### src/rtl/soc_status_pkg.sv
// Shared definitions for the SoC status/supervision peripheral.
// Firmware headers use the same register offsets and bit positions.
package soc_status_pkg;

  // Register word offsets.
  localparam logic [2:0] REG_HALT    = 3'd0;
  localparam logic [2:0] REG_SCRATCH = 3'd1;
  localparam logic [2:0] REG_STATUS  = 3'd2;
  localparam logic [2:0] REG_WDOG    = 3'd3;
  localparam logic [2:0] REG_CTRL    = 3'd4;

  // Bit positions shared by STATUS (read) and CTRL (write-1-to-clear).
  localparam int BIT_HALTED   = 0;
  localparam int BIT_DSP_DONE = 1;
  localparam int BIT_WDOG     = 2;

  // Program-completion signature written to HALT by firmware.
  localparam logic [31:0] HALT_SIG_DEFAULT = 32'hDEADBEEF;

  // Assemble the STATUS word; unused bits read as 0.
  function automatic logic [31:0] pack_status(input logic halted,
                                              input logic dsp_done,
                                              input logic wdog_expired);
    logic [31:0] word;
    word               = '0;
    word[BIT_HALTED]   = halted;
    word[BIT_DSP_DONE] = dsp_done;
    word[BIT_WDOG]     = wdog_expired;
    return word;
  endfunction

endpackage

### src/rtl/status_wdog_timer.sv
// Software watchdog down-counter.
// A load writes a new count; a nonzero count decrements once per cycle and
// a zero count is idle (disabled). expire_o is high in the cycle whose
// closing edge takes the count from 1 to 0, unless a load lands on that edge.
// Ports:
//   clock, reset   : clock and synchronous active-high reset
//   load_i         : load load_val_i on this edge (wins over the decrement)
//   load_val_i     : new count
//   count_o        : live count
//   expire_o       : expiry pulse, aligned with the 1 -> 0 edge
module status_wdog_timer #(
  parameter int WDOG_W = 32
) (
  input  logic              clock,
  input  logic              reset,
  input  logic              load_i,
  input  logic [WDOG_W-1:0] load_val_i,
  output logic [WDOG_W-1:0] count_o,
  output logic              expire_o
);

  localparam logic [WDOG_W-1:0] ONE = WDOG_W'(1);

  logic [WDOG_W-1:0] count_q, count_d;

  // NOTE: every signal written in always_comb gets a default first, so no
  // path leaves it unassigned and no latch is inferred.
  always_comb begin
    count_d = count_q;
    if (load_i) begin
      count_d = load_val_i;
    end else if (count_q != '0) begin
      count_d = count_q - ONE;
    end
  end

  // A load on the final step restarts the countdown instead of expiring.
  assign expire_o = !load_i && (count_q == ONE);
  assign count_o  = count_q;

  // NOTE: sequential state uses non-blocking assignments so every register
  // samples the pre-edge values regardless of statement order.
  always_ff @(posedge clock) begin
    if (reset) begin
      count_q <= '0;
    end else begin
      count_q <= count_d;
    end
  end

endmodule

### src/rtl/soc_status_ctrl.sv
// Memory-mapped status and supervision slave.
// Latches the program-completion signature, DSP completion and watchdog
// expiry into sticky flags, and drives the board status LEDs.
// Ports:
//   clock, reset        : clock and synchronous active-high reset
//   bus_sel_i/we_i      : transfer select and direction (1 = write)
//   bus_addr_i          : word offset within the block
//   bus_wdata_i         : write data
//   bus_rdata_o         : read data, 0 unless bus_rvalid_o
//   bus_rvalid_o        : one-cycle pulse, the cycle after a read request
//   dsp_done_i          : DSP done level
//   cpu_halted_led_o    : halted flag (cleared only by reset)
//   dsp_done_led_o      : sticky DSP-done flag
//   wdog_expired_o      : sticky watchdog-expired flag
//   heartbeat_led_o     : toggles every 2^HB_DIV cycles
module soc_status_ctrl
  import soc_status_pkg::*;
#(
  parameter logic [31:0] HALT_SIG = HALT_SIG_DEFAULT,
  parameter int          HB_DIV   = 24,
  parameter int          WDOG_W   = 32
) (
  input  logic        clock,
  input  logic        reset,
  input  logic        bus_sel_i,
  input  logic        bus_we_i,
  input  logic [2:0]  bus_addr_i,
  input  logic [31:0] bus_wdata_i,
  output logic [31:0] bus_rdata_o,
  output logic        bus_rvalid_o,
  input  logic        dsp_done_i,
  output logic        cpu_halted_led_o,
  output logic        dsp_done_led_o,
  output logic        wdog_expired_o,
  output logic        heartbeat_led_o
);

  localparam logic [HB_DIV-1:0] HB_ONE = HB_DIV'(1);

  logic [31:0]       halt_q, halt_d;
  logic [31:0]       scratch_q, scratch_d;
  logic              halted_q, halted_d;
  logic              dsp_sync_q;
  logic              dsp_done_q, dsp_done_d;
  logic              wdog_exp_q, wdog_exp_d;
  logic              rvalid_q, rvalid_d;
  logic [31:0]       rdata_q, rdata_d;
  logic [HB_DIV-1:0] hb_cnt_q, hb_cnt_d;
  logic              hb_led_q, hb_led_d;

  logic              wr, rd;
  logic              wr_ctrl, wr_wdog;
  logic              dsp_rise;
  logic [WDOG_W-1:0] wdog_count;
  logic              wdog_expire;

  assign wr      = bus_sel_i &&  bus_we_i;
  assign rd      = bus_sel_i && !bus_we_i;
  assign wr_ctrl = wr && (bus_addr_i == REG_CTRL);
  assign wr_wdog = wr && (bus_addr_i == REG_WDOG);

  // Only a 0 -> 1 change sets the flag, so a level still high after a
  // software clear does not re-arm it.
  assign dsp_rise = dsp_done_i && !dsp_sync_q;

  status_wdog_timer #(
    .WDOG_W(WDOG_W)
  ) u_wdog (
    .clock      (clock),
    .reset      (reset),
    .load_i     (wr_wdog),
    .load_val_i (bus_wdata_i[WDOG_W-1:0]),
    .count_o    (wdog_count),
    .expire_o   (wdog_expire)
  );

  always_comb begin
    halt_d    = halt_q;
    scratch_d = scratch_q;
    halted_d  = halted_q;
    rvalid_d  = rd;
    rdata_d   = '0;

    if (wr && (bus_addr_i == REG_HALT)) begin
      halt_d = bus_wdata_i;
      if (bus_wdata_i == HALT_SIG) begin
        halted_d = 1'b1;
      end
    end
    if (wr && (bus_addr_i == REG_SCRATCH)) begin
      scratch_d = bus_wdata_i;
    end

    // A set on the same edge as a W1C clear wins.
    dsp_done_d = dsp_rise ||
                 (dsp_done_q && !(wr_ctrl && bus_wdata_i[BIT_DSP_DONE]));
    wdog_exp_d = wdog_expire ||
                 (wdog_exp_q && !(wr_ctrl && bus_wdata_i[BIT_WDOG]));

    if (rd) begin
      case (bus_addr_i)
        REG_HALT:    rdata_d = halt_q;
        REG_SCRATCH: rdata_d = scratch_q;
        REG_STATUS:  rdata_d = pack_status(halted_q, dsp_done_q, wdog_exp_q);
        REG_WDOG:    rdata_d = 32'(wdog_count);
        default:     rdata_d = '0;
      endcase
    end

    hb_cnt_d = hb_cnt_q + HB_ONE;
    hb_led_d = hb_led_q ^ (&hb_cnt_q);
  end

  // NOTE: reset is synchronous and clears every register, including the
  // read-data pipeline, so a read in flight when reset hits is dropped.
  always_ff @(posedge clock) begin
    if (reset) begin
      halt_q     <= '0;
      scratch_q  <= '0;
      halted_q   <= 1'b0;
      dsp_sync_q <= 1'b0;
      dsp_done_q <= 1'b0;
      wdog_exp_q <= 1'b0;
      rvalid_q   <= 1'b0;
      rdata_q    <= '0;
      hb_cnt_q   <= '0;
      hb_led_q   <= 1'b0;
    end else begin
      halt_q     <= halt_d;
      scratch_q  <= scratch_d;
      halted_q   <= halted_d;
      dsp_sync_q <= dsp_done_i;
      dsp_done_q <= dsp_done_d;
      wdog_exp_q <= wdog_exp_d;
      rvalid_q   <= rvalid_d;
      rdata_q    <= rdata_d;
      hb_cnt_q   <= hb_cnt_d;
      hb_led_q   <= hb_led_d;
    end
  end

  assign bus_rdata_o      = rdata_q;
  assign bus_rvalid_o     = rvalid_q;
  assign cpu_halted_led_o = halted_q;
  assign dsp_done_led_o   = dsp_done_q;
  assign wdog_expired_o   = wdog_exp_q;
  assign heartbeat_led_o  = hb_led_q;

endmodule

### config.mk
export PLATFORM = sky130hd
export DESIGN_NAME = soc_status_ctrl
export DESIGN_NICKNAME = d
export VERILOG_FILES = /design/src/rtl/soc_status_pkg.sv /design/src/rtl/status_wdog_timer.sv /design/src/rtl/soc_status_ctrl.sv
export SDC_FILE = /design/constraint.sdc
export NUM_CORES = 1
export LEC_CHECK = 0
export CAP_MARGIN = 20
export CORE_UTILIZATION = 46
export CTS_CLUSTER_SIZE = 30
export DETAILED_ROUTE_END_ITERATION = 7
export GPL_TIMING_DRIVEN = 0
export PLACE_DENSITY = 0.67
export SLEW_MARGIN = 20
export SYNTH_ARGS = -nofsm -noshare
export SYNTH_HDL_FRONTEND = slang
export SYNTH_SLANG_ARGS = --single-unit
export TNS_END_PERCENT = 100
### constraint.sdc
create_clock -name clock -period 3.41 [get_ports clock]
set_input_delay 0.341 -clock clock [delete_from_list [all_inputs] [get_ports clock]]
set_output_delay 0.341 -clock clock [all_outputs]
set_load 0.02 [all_outputs]
Yosys cells after proc, flatten, opt, wreduce, memory -nomap -nowiden
Cells that the tools add are included.

storage, ports and cells
  bits in registers = 158

operators by class
  $add $sub $neg = 2
  reduce and logical (&&, ||, !) cells = 25
  bitwise gates (word level) = 2
  mux-type cells = 3
  equal/unequal tests = 6

operators by type and width
  operator                 number
  $pmux W32 S4             1
  $mux W32                 2
  $eq A32 B1 Y1 const B    1
  $eq A32 B32 Y1 const B   1
  $reduce_bool A32 Y1      1
  $sub A32 B1 Y32 const B  1
  $add A24 B1 Y24 const B  1
  $reduce_and A24 Y1       1
  $logic_and A1 B1 Y1      12
  $eq A3 B2 Y1 const B     2
  $logic_not A1 Y1         5
  $eq A3 B1 Y1 const B     1
  $eq A3 B3 Y1 const B     1
  $logic_not A3 Y1         1
  $logic_or A1 B1 Y1       2
  $reduce_and A2 Y1        1
  $reduce_bool A2 Y1       1
  $reduce_or A2 Y1         1
  $not A1 Y1               1
  $xor A1 B1 Y1            1

Longest topological paths before layout
Gate-level depths: netlist of the first run.

  depth in word-level cells = 6
  gate-level depth with buffers = 10

Hierarchy
A second synthesis of the first run with hierarchy kept.

second synthesis, totals
  cell total of the unflattened synthesis = 841
  area total of the unflattened synthesis = 6972.9 um^2

modules (own cells, without submodules)
  module             cells each  area an instance (um^2)  times used
  soc_status_ctrl    610         5017.3                   1
  status_wdog_timer  231         1955.6                   1

Least setup slack after synthesis of the first run
Ideal clock, no wire load.

  kind = register to register
  start point = register u_wdog.count_q[0], in the netlist u_wdog.count_o[0]
  end point = register u_wdog.count_q[12], in the netlist u_wdog.count_o[12]
  period minus slack after synthesis = 2.526 ns
  setup time = 0.117 ns
  data arrival time = 2.409 ns
  path slack = 0.884 ns
  cell stages (with the launch flop) = 11
  path buffers = 3
  path through = dfxtp_1 > inv_1 > ha_1 > or3b_2 > clkbuf_1 > or2_2 > or4_1 > buf_2 > nand2_1 > buf_4 > o21ai_1

on the way
  cells in the longest elaborated chain, start to end = 3

RTL lines
  what                    line                     text
  from (decl)             status_wdog_timer.sv:24  logic [WDOG_W-1:0] count_q, count_d;
  from (signal assigned)  status_wdog_timer.sv:47  count_q <= count_d;
  $sub A32 B1 Y32         status_wdog_timer.sv:33  count_d = count_q - ONE;
  $mux W32                status_wdog_timer.sv:32  end else if (count_q != '0) begin
  $mux W32                status_wdog_timer.sv:30  if (load_i) begin

Parallel ways exist; a longest one is shown, timed or not. The select of a mux whose other input is x is not followed.
A chain may end at the register's enable or synchronous reset.

Final worst setup path of the first run
  start point = register u_wdog.count_q[1], in the netlist u_wdog.count_o[1]
  end point = register u_wdog.count_q[17], in the netlist u_wdog.count_o[17]

Same word-level chain as after synthesis.

==> results of run 1 <==
## power groups by stage
stage | Clock [mW] | Combinational [mW] | Sequential, mW
after detailed placement | 0 | 1.81 | 2.32
after floorplan | 0 | 1.38 | 2.25
final | 1.99 | 1.85 | 2.29
after global routing | 2.09 | 2.04 | 2.32
after CTS | 2.01 | 1.83 | 2.28
after global placement | 0 | 1.81 | 2.32
## per-stage QoR
step           setup slack, ps  utilization [%]
2_1_floorplan              884                -
3_3_place_gp               565             55.1
3_5_place_dp               570             55.1
4_1_cts                    545             59.4
5_1_grt                    412             59.4
6_report                   528             59.4
## layout make-up
class                           instances  area share [%]
Buffer                                 53            2.47
Clock inverter                         11            1.94
Timing Repair Buffer                   76            9.09
Multi-Input combinational cell        617            40.2
Clock buffer                           21            5.38
Inverter                               11           0.493
Sequential cell                       158            37.8
Tap cell                              180            2.69
## metal layers
metal / part of all wire [%] / GRT usage (%)
met1: 44 / 32.0
met5: 0 / 0
met4: 1.9 / 11.1
met3: 7.1 / 5.72
met2: 47 / 42.3
## critical path, stage by stage (launching register included)
cell and delay [ps]:
dfxtp_1 350, inv_1 100, ha_1 190, or3b_2 450
clkbuf_1 190, or2_2 390, or4_1 470, buf_2 210
nand2_1 120, buf_4 200, o21ai_1 90
## synth_stat cells, types with 8 or more instances
cell	n	area share, %
nand2_1	173	9.6
dfxtp_1	158	47
a21oi_1	109	8.1
nor2_1	103	5.7
clkbuf_1	44	2.4
mux2i_1	29	4.3
xnor2_1	24	3.1
nor3_1	18	1.3
nand3_1	17	1.3
xor2_1	17	2.2
nor4_1	14	1.3
inv_1	11	0.61
o21ai_1	10	0.74
or3_1	10	0.92
o21ai_0	9	0.66
or4_1	8	0.89
## cell families (layout without fill, tap and decap cells)
family,Yosys count,after routing
buffers and inverters,64,172
flip-flops,158,158
AO/OA/AOI/OAI,150,150
adder cells (fa/ha/maj),3,3
XOR/XNOR,41,41
multiplexers,32,32
AND/OR/NAND/NOR,391,391
## placed cells by master, fill, tap and decap left out, drive strengths merged, types with 4 or more instances in the layout
cell type | netlist | layout
nand2b | 5 | 5
inv | 11 | 12
nand2 | 173 | 173
o21ai | 19 | 19
nand3 | 17 | 17
mux2i | 29 | 29
xnor2 | 24 | 24
nor3 | 18 | 18
a21oi | 109 | 109
a32oi | 4 | 4
nor3b | 4 | 4
nor4 | 14 | 14
clkdlybuf4s50 | 0 | 76
o41ai | 5 | 5
bufinv | 0 | 4
nor2b | 6 | 6
nand4b | 4 | 4
xor2 | 17 | 17
nor2 | 103 | 103
buf | 9 | 9
clkbuf | 44 | 65
dfxtp | 158 | 158
or4 | 9 | 9
nand4 | 6 | 6
clkinv | 0 | 6
or3 | 11 | 11
and4 | 5 | 5
or2 | 5 | 5
## path summary, 6_finish.rpt
check,from,cells after the start,endpoint
max,u_wdog.count_o[1],10,u_wdog.count_o[17]
min,hb_cnt_q[0],1,hb_cnt_q[0]
max reg2reg,u_wdog.count_o[1],10,u_wdog.count_o[17]
min reg2reg,hb_cnt_q[0],1,hb_cnt_q[0]
## sequential cells by signal, summed over array words and instances, names as in the netlist, 24 cells and up
| register | flops |
|---|---|
| bus_rdata_o | 32 |
| u_wdog.count_o | 32 |
| scratch_q | 32 |
| hb_cnt_q | 24 |
| halt_q | 32 |
==> flow_summary_export.csv, run 1 <==
group,metric,value,unit
pwr,irDropWorstVdd,471,uV
clocking,cts.htree.levels,4,
pwr,p_leak,2.89,nW
timing,clock.fmax,347,MHz
placed_design,dpl.cell_count,1095,
clocking,cts_setup_buffers,0,
floorplan,initial_core_util,48.1,%
timing,hold_viol_final,0,
timing,min_period,2880,ps
floorplan,die_area,15200,sq um
timing,final.setup.tns,0,ps
synthesis,synth_compound_area_share,12.2,%
pwr,switchingPower,2.09,mW
placed_design,placed_cell_area,7760,sq um
route,wl,18200,microns
timing,finalMaxSlewViolations,0,
grt,grtUsageTotal,25.6,%
timing,whs,447,ps
synthesis,ys_seq_elements,158,
critical_path,cp-end-kind,"flop",
critical_path,arrival,3200,ps
worst_hold_path,hold_class,"reg -> reg",
synthesis,ys_warn_count,0,
synthesis,synth-simple-area-share,26.3,%
route,drcViolationCount,0,
critical_path,r2r_setup_slack,530,ps
clocking,cts_hold_buf,0,
synthesis,netlist_instances,839,
run,cap_viol_max_count,0,
synthesis,synth.avg_cell_area,8.07,sq um
pwr,p_int,4.04,mW
clocking,clockBufferDepth,2,
synthesis,async_reset_ff_share,0,%
layout,diodes,0,
route,viasPerCell,5.38,
synthesis,synthAdderAreaFrac,0.554,%
grt,overflow,0,
pwr,switching_share,34.0,%
layout,area_growth,23.6,%
run_status,outcome,"finished, final reports clean",
floorplan,core,14100,sq um
route,ant_nets,0,
route,drtIter0Drc,419,
synthesis,synth_mux_area_share,5.28,%
pwr,comb_power_share,30.2,%
synthesis,synthFlopType,"dfxtp_1",
route,post_drt_wl_per_cell,16.2,microns
pwr,power_density,732,nW/um^2
critical_path,worstSetupPathType,"reg -> reg",
route,drt-pass1-iter-count,5,
critical_path,crit_fanout,10,
pwr,clkPwrFrac,32.4,%
placed_design,numPortBuffers,76,
grt,grt_pass1_vias,5777,
synthesis,synth.distinct_cells,45,
floorplan,io_pins,77,
timing,clock_skew,7.09,ps
layout,nNetsFinal,977,
layout,multiInputGateArea,3360,sq um
synthesis,synth-seq-area-share,46.7,%
layout,register_area,3160,sq um
placed_design,place.gp.congestion,0.866,
clocking,clk_pin_slew,60,ps
layout,drive_gt1_share,4.65,%
grt,grt_pass1_wl,29500,microns
pwr,sequentialPowerShare,37.4,%
timing,setup_viol,0,
synthesis,synth_top_family_by_area,"simple AND/OR/NAND/NOR gates",
layout,stdcell_area,8370,sq um
timing,relSlewSlack,38.3,%
clocking,cts-resized-gates,0,
layout,stdcell_count,1127,
clocking,worstSkewPairLatency,430,ps
critical_path,worst_ep_required_time,3720,ps
timing,rsz0062_at_grt,"no",
synthesis,synth-xor-area-share,5.30,%
clocking,cts.sink_count,158,
critical_path,critPathLaunchType,"flop",
placed_design,dp_hpwl,13100,microns
timing,timing.final.crit_share,84.5,%
floorplan,die_h,123,microns
floorplan,num_rows,43,
grt,antenna_found_initial,0,
clocking,cts_tree,"built",
pwr,total_power,6.13,mW
route,vias,6059,
synthesis,syn-num-nets,882,
layout,fillers,1341,
timing,worst_pin_slew,918,ps
grt,grt_max_degree,17,
floorplan,die_width,123,microns
synthesis,synth-edff-count,0,
synthesis,netlist_area,6770,sq um
clocking,cts_buffers,17,
clocking,clock_tree.root_cell,"clkbuf_16",
Power figures use the tool's default switching activity.
==> inputs of run 2 (changes only) <==
- PLACE_DENSITY: 0.67 -> 0.7
- clock period: 3.41 -> 2.45 ns (I/O delays scaled with it)
==> run 2 against run 1 <==
  * Design area increased by 2.6%
  * Clock skew barely moved
  * Global-route usage is 0.21 points lower
  * Combinational power increased by 70%
  * Total power grew 46%
  * Critical endpoint is now u_wdog.count_o[24]
==> flow_summary_export.csv, run 2 (synthesis gave the netlist of run 1 again) <==
group,metric,value,unit
timing,clock_skew,6.67,ps
layout,area_growth,26.8,%
floorplan,die_h,123,microns
route,ant_nets,0,
critical_path,r2r-end,"u_wdog.count_o[24]",
route,post_drt_wl_per_cell,16.4,microns
critical_path,crit_fanout,4,
timing,relSlewSlack,45.1,%
clocking,worstSkewPairLatency,420,ps
critical_path,r2r_setup_slack,10,ps
grt,grtUsageMet3,5.03,%
timing,clock.fmax,411,MHz
clocking,clk_pin_slew,60,ps
timing,rsz0062_at_grt,"yes",
grt,grtUsageMet1,33.2,%
critical_path,path_common_cell,"or4_4",
clocking,clockBufferDepth,2,
timing,final.setup.tns,0,ps
critical_path,cp-end-kind,"flop",
critical_path,crit_chain,"or4_4, buf_6, or4_4, nor2_1, or4b_4, a311oi_2",
timing,hold_viol_final,0,
pwr,power_density,1040,nW/um^2
clocking,cts_tree,"built",
timing,min_period,2440,ps
pwr,p_leak,2.96,nW
clocking,cts.htree.levels,4,
critical_path,crit_buf_inv,1,
timing,whs,418,ps
layout,fillers,1260,
route,wl,18700,microns
layout,multiInputGateArea,3460,sq um
grt,overflow,0,
placed_design,numPortBuffers,76,
clocking,cts_buffers,17,
grt,grtUsageMet2,41.0,%
grt,grt_pass1_wl,29600,microns
critical_path,slowest_delay,540,ps
floorplan,die_width,123,microns
floorplan,io_pins,77,
worst_hold_path,hold_class,"in -> reg",
clocking,cts.sink_count,158,
layout,register_area,3190,sq um
placed_design,dp_hpwl,12900,microns
floorplan,die_area,15200,sq um
clocking,cts_hold_buf,0,
layout,nNetsFinal,989,
grt,grt_max_degree,17,
route,viasPerCell,5.49,
pwr,total_power,8.97,mW
critical_path,rr_startpoint,"u_wdog.count_o[12]",
floorplan,num_rows,43,
worst_hold_path,hold_depth,2,
placed_design,place.gp.congestion,0.892,
worst_hold_path,hold_path_end,"dsp_sync_q",
grt,antenna_found_initial,0,
run,cap_viol_max_count,0,
critical_path,worst_ep_required_time,2780,ps
route,drtIter0Drc,506,
critical_path,arrival,2760,ps
timing,setup_viol,0,
clocking,clock_tree.root_cell,"clkbuf_16",
timing,finalMaxSlewViolations,0,
floorplan,initial_core_util,48.1,%
critical_path,cp_top_family,"simple AND/OR/NAND/NOR gates",
critical_path,r2r_cells,6,
run_status,outcome,"finished, final reports clean",
route,drcViolationCount,0,
floorplan,core,14100,sq um
grt,grt.busiest_layer,"met2",
critical_path,critPathLaunchType,"flop",
route,vias,6248,
layout,diodes,0,
worst_hold_path,hold_start,"dsp_done_i",
grt,grtUsageTotal,25.4,%
critical_path,worstSetupPathType,"reg -> reg",
layout,drive_gt1_share,8.76,%
layout,layout_common_cells,"172 x nand2_1, 151 x dfxtp_1, 109 x a21oi_1",
pwr,irDropWorstVdd,716,uV
timing,worst_pin_slew,823,ps
layout,layout_commonest_cell,"nand2_1",
timing,timing.final.crit_share,99.4,%
grt,grt_pass1_vias,5762,
route,drt-pass1-iter-count,5,
critical_path,slowest_stage,"or4_4",
[run 2: worst max-delay path by stage]
stage / from / cells after the start / to / slack (ps)
floorplan: u_wdog.count_o[1] / 8 / u_wdog.count_o[24] / 60
global placement: bus_addr_i[2] / 8 / u_wdog.count_o[12] / -230
detailed placement: bus_sel_i / 8 / u_wdog.count_o[29] / -280
CTS: u_wdog.count_o[19] / 7 / u_wdog.count_o[29] / 3
global route: u_wdog.count_o[13] / 6 / u_wdog.count_o[24] / -60
finish: u_wdog.count_o[12] / 6 / u_wdog.count_o[24] / 10
[run 2: per-layer routing]
metal  up-vias  share of wire, %
li1       3069                 -
met1      2912                44
met2       227                47
met3        40               6.4
met4         0               2.6
met5         -                 0
[run 2: through the flow]
stage	instance area, sq um	utilization (%)	instances	setup WS, ps
after floorplan	6810	-	839	57.8
after global placement	7790	55.3	1095	-233
after detailed placement	7790	55.3	1095	-278
after CTS	8450	59.9	1130	2.79
after global routing	8590	60.9	1139	-57.6
final	8590	60.9	1139	14.2
[run 2: power breakdown]
part / internal [mW] / leakage (nW) / switching, mW
logic: 1.41 / 1.40 / 1.73
registers: 2.87 / 1.28 / 0.344
clock network: 1.58 / 0.279 / 1.04
total: 5.86 / 2.96 / 3.12
[run 2: final cells by class]
cell class	count	share of cell area (%)
Buffer	50	2.51
Clock buffer	23	5.56
Clock inverter	9	1.28
Inverter	11	0.481
Multi-Input combinational cell	617	40.3
Sequential cell	158	37.1
Tap cell	180	2.62
Timing Repair Buffer	91	10.2
[run 2: repair_timing]
action,CTS,global route
setup buffers,3,10
gates cloned,2,0
hold endpoints to repair,0,0
gates resized for setup,15,24
endpoints found under the setup margin,23,23
pin swaps,3,7
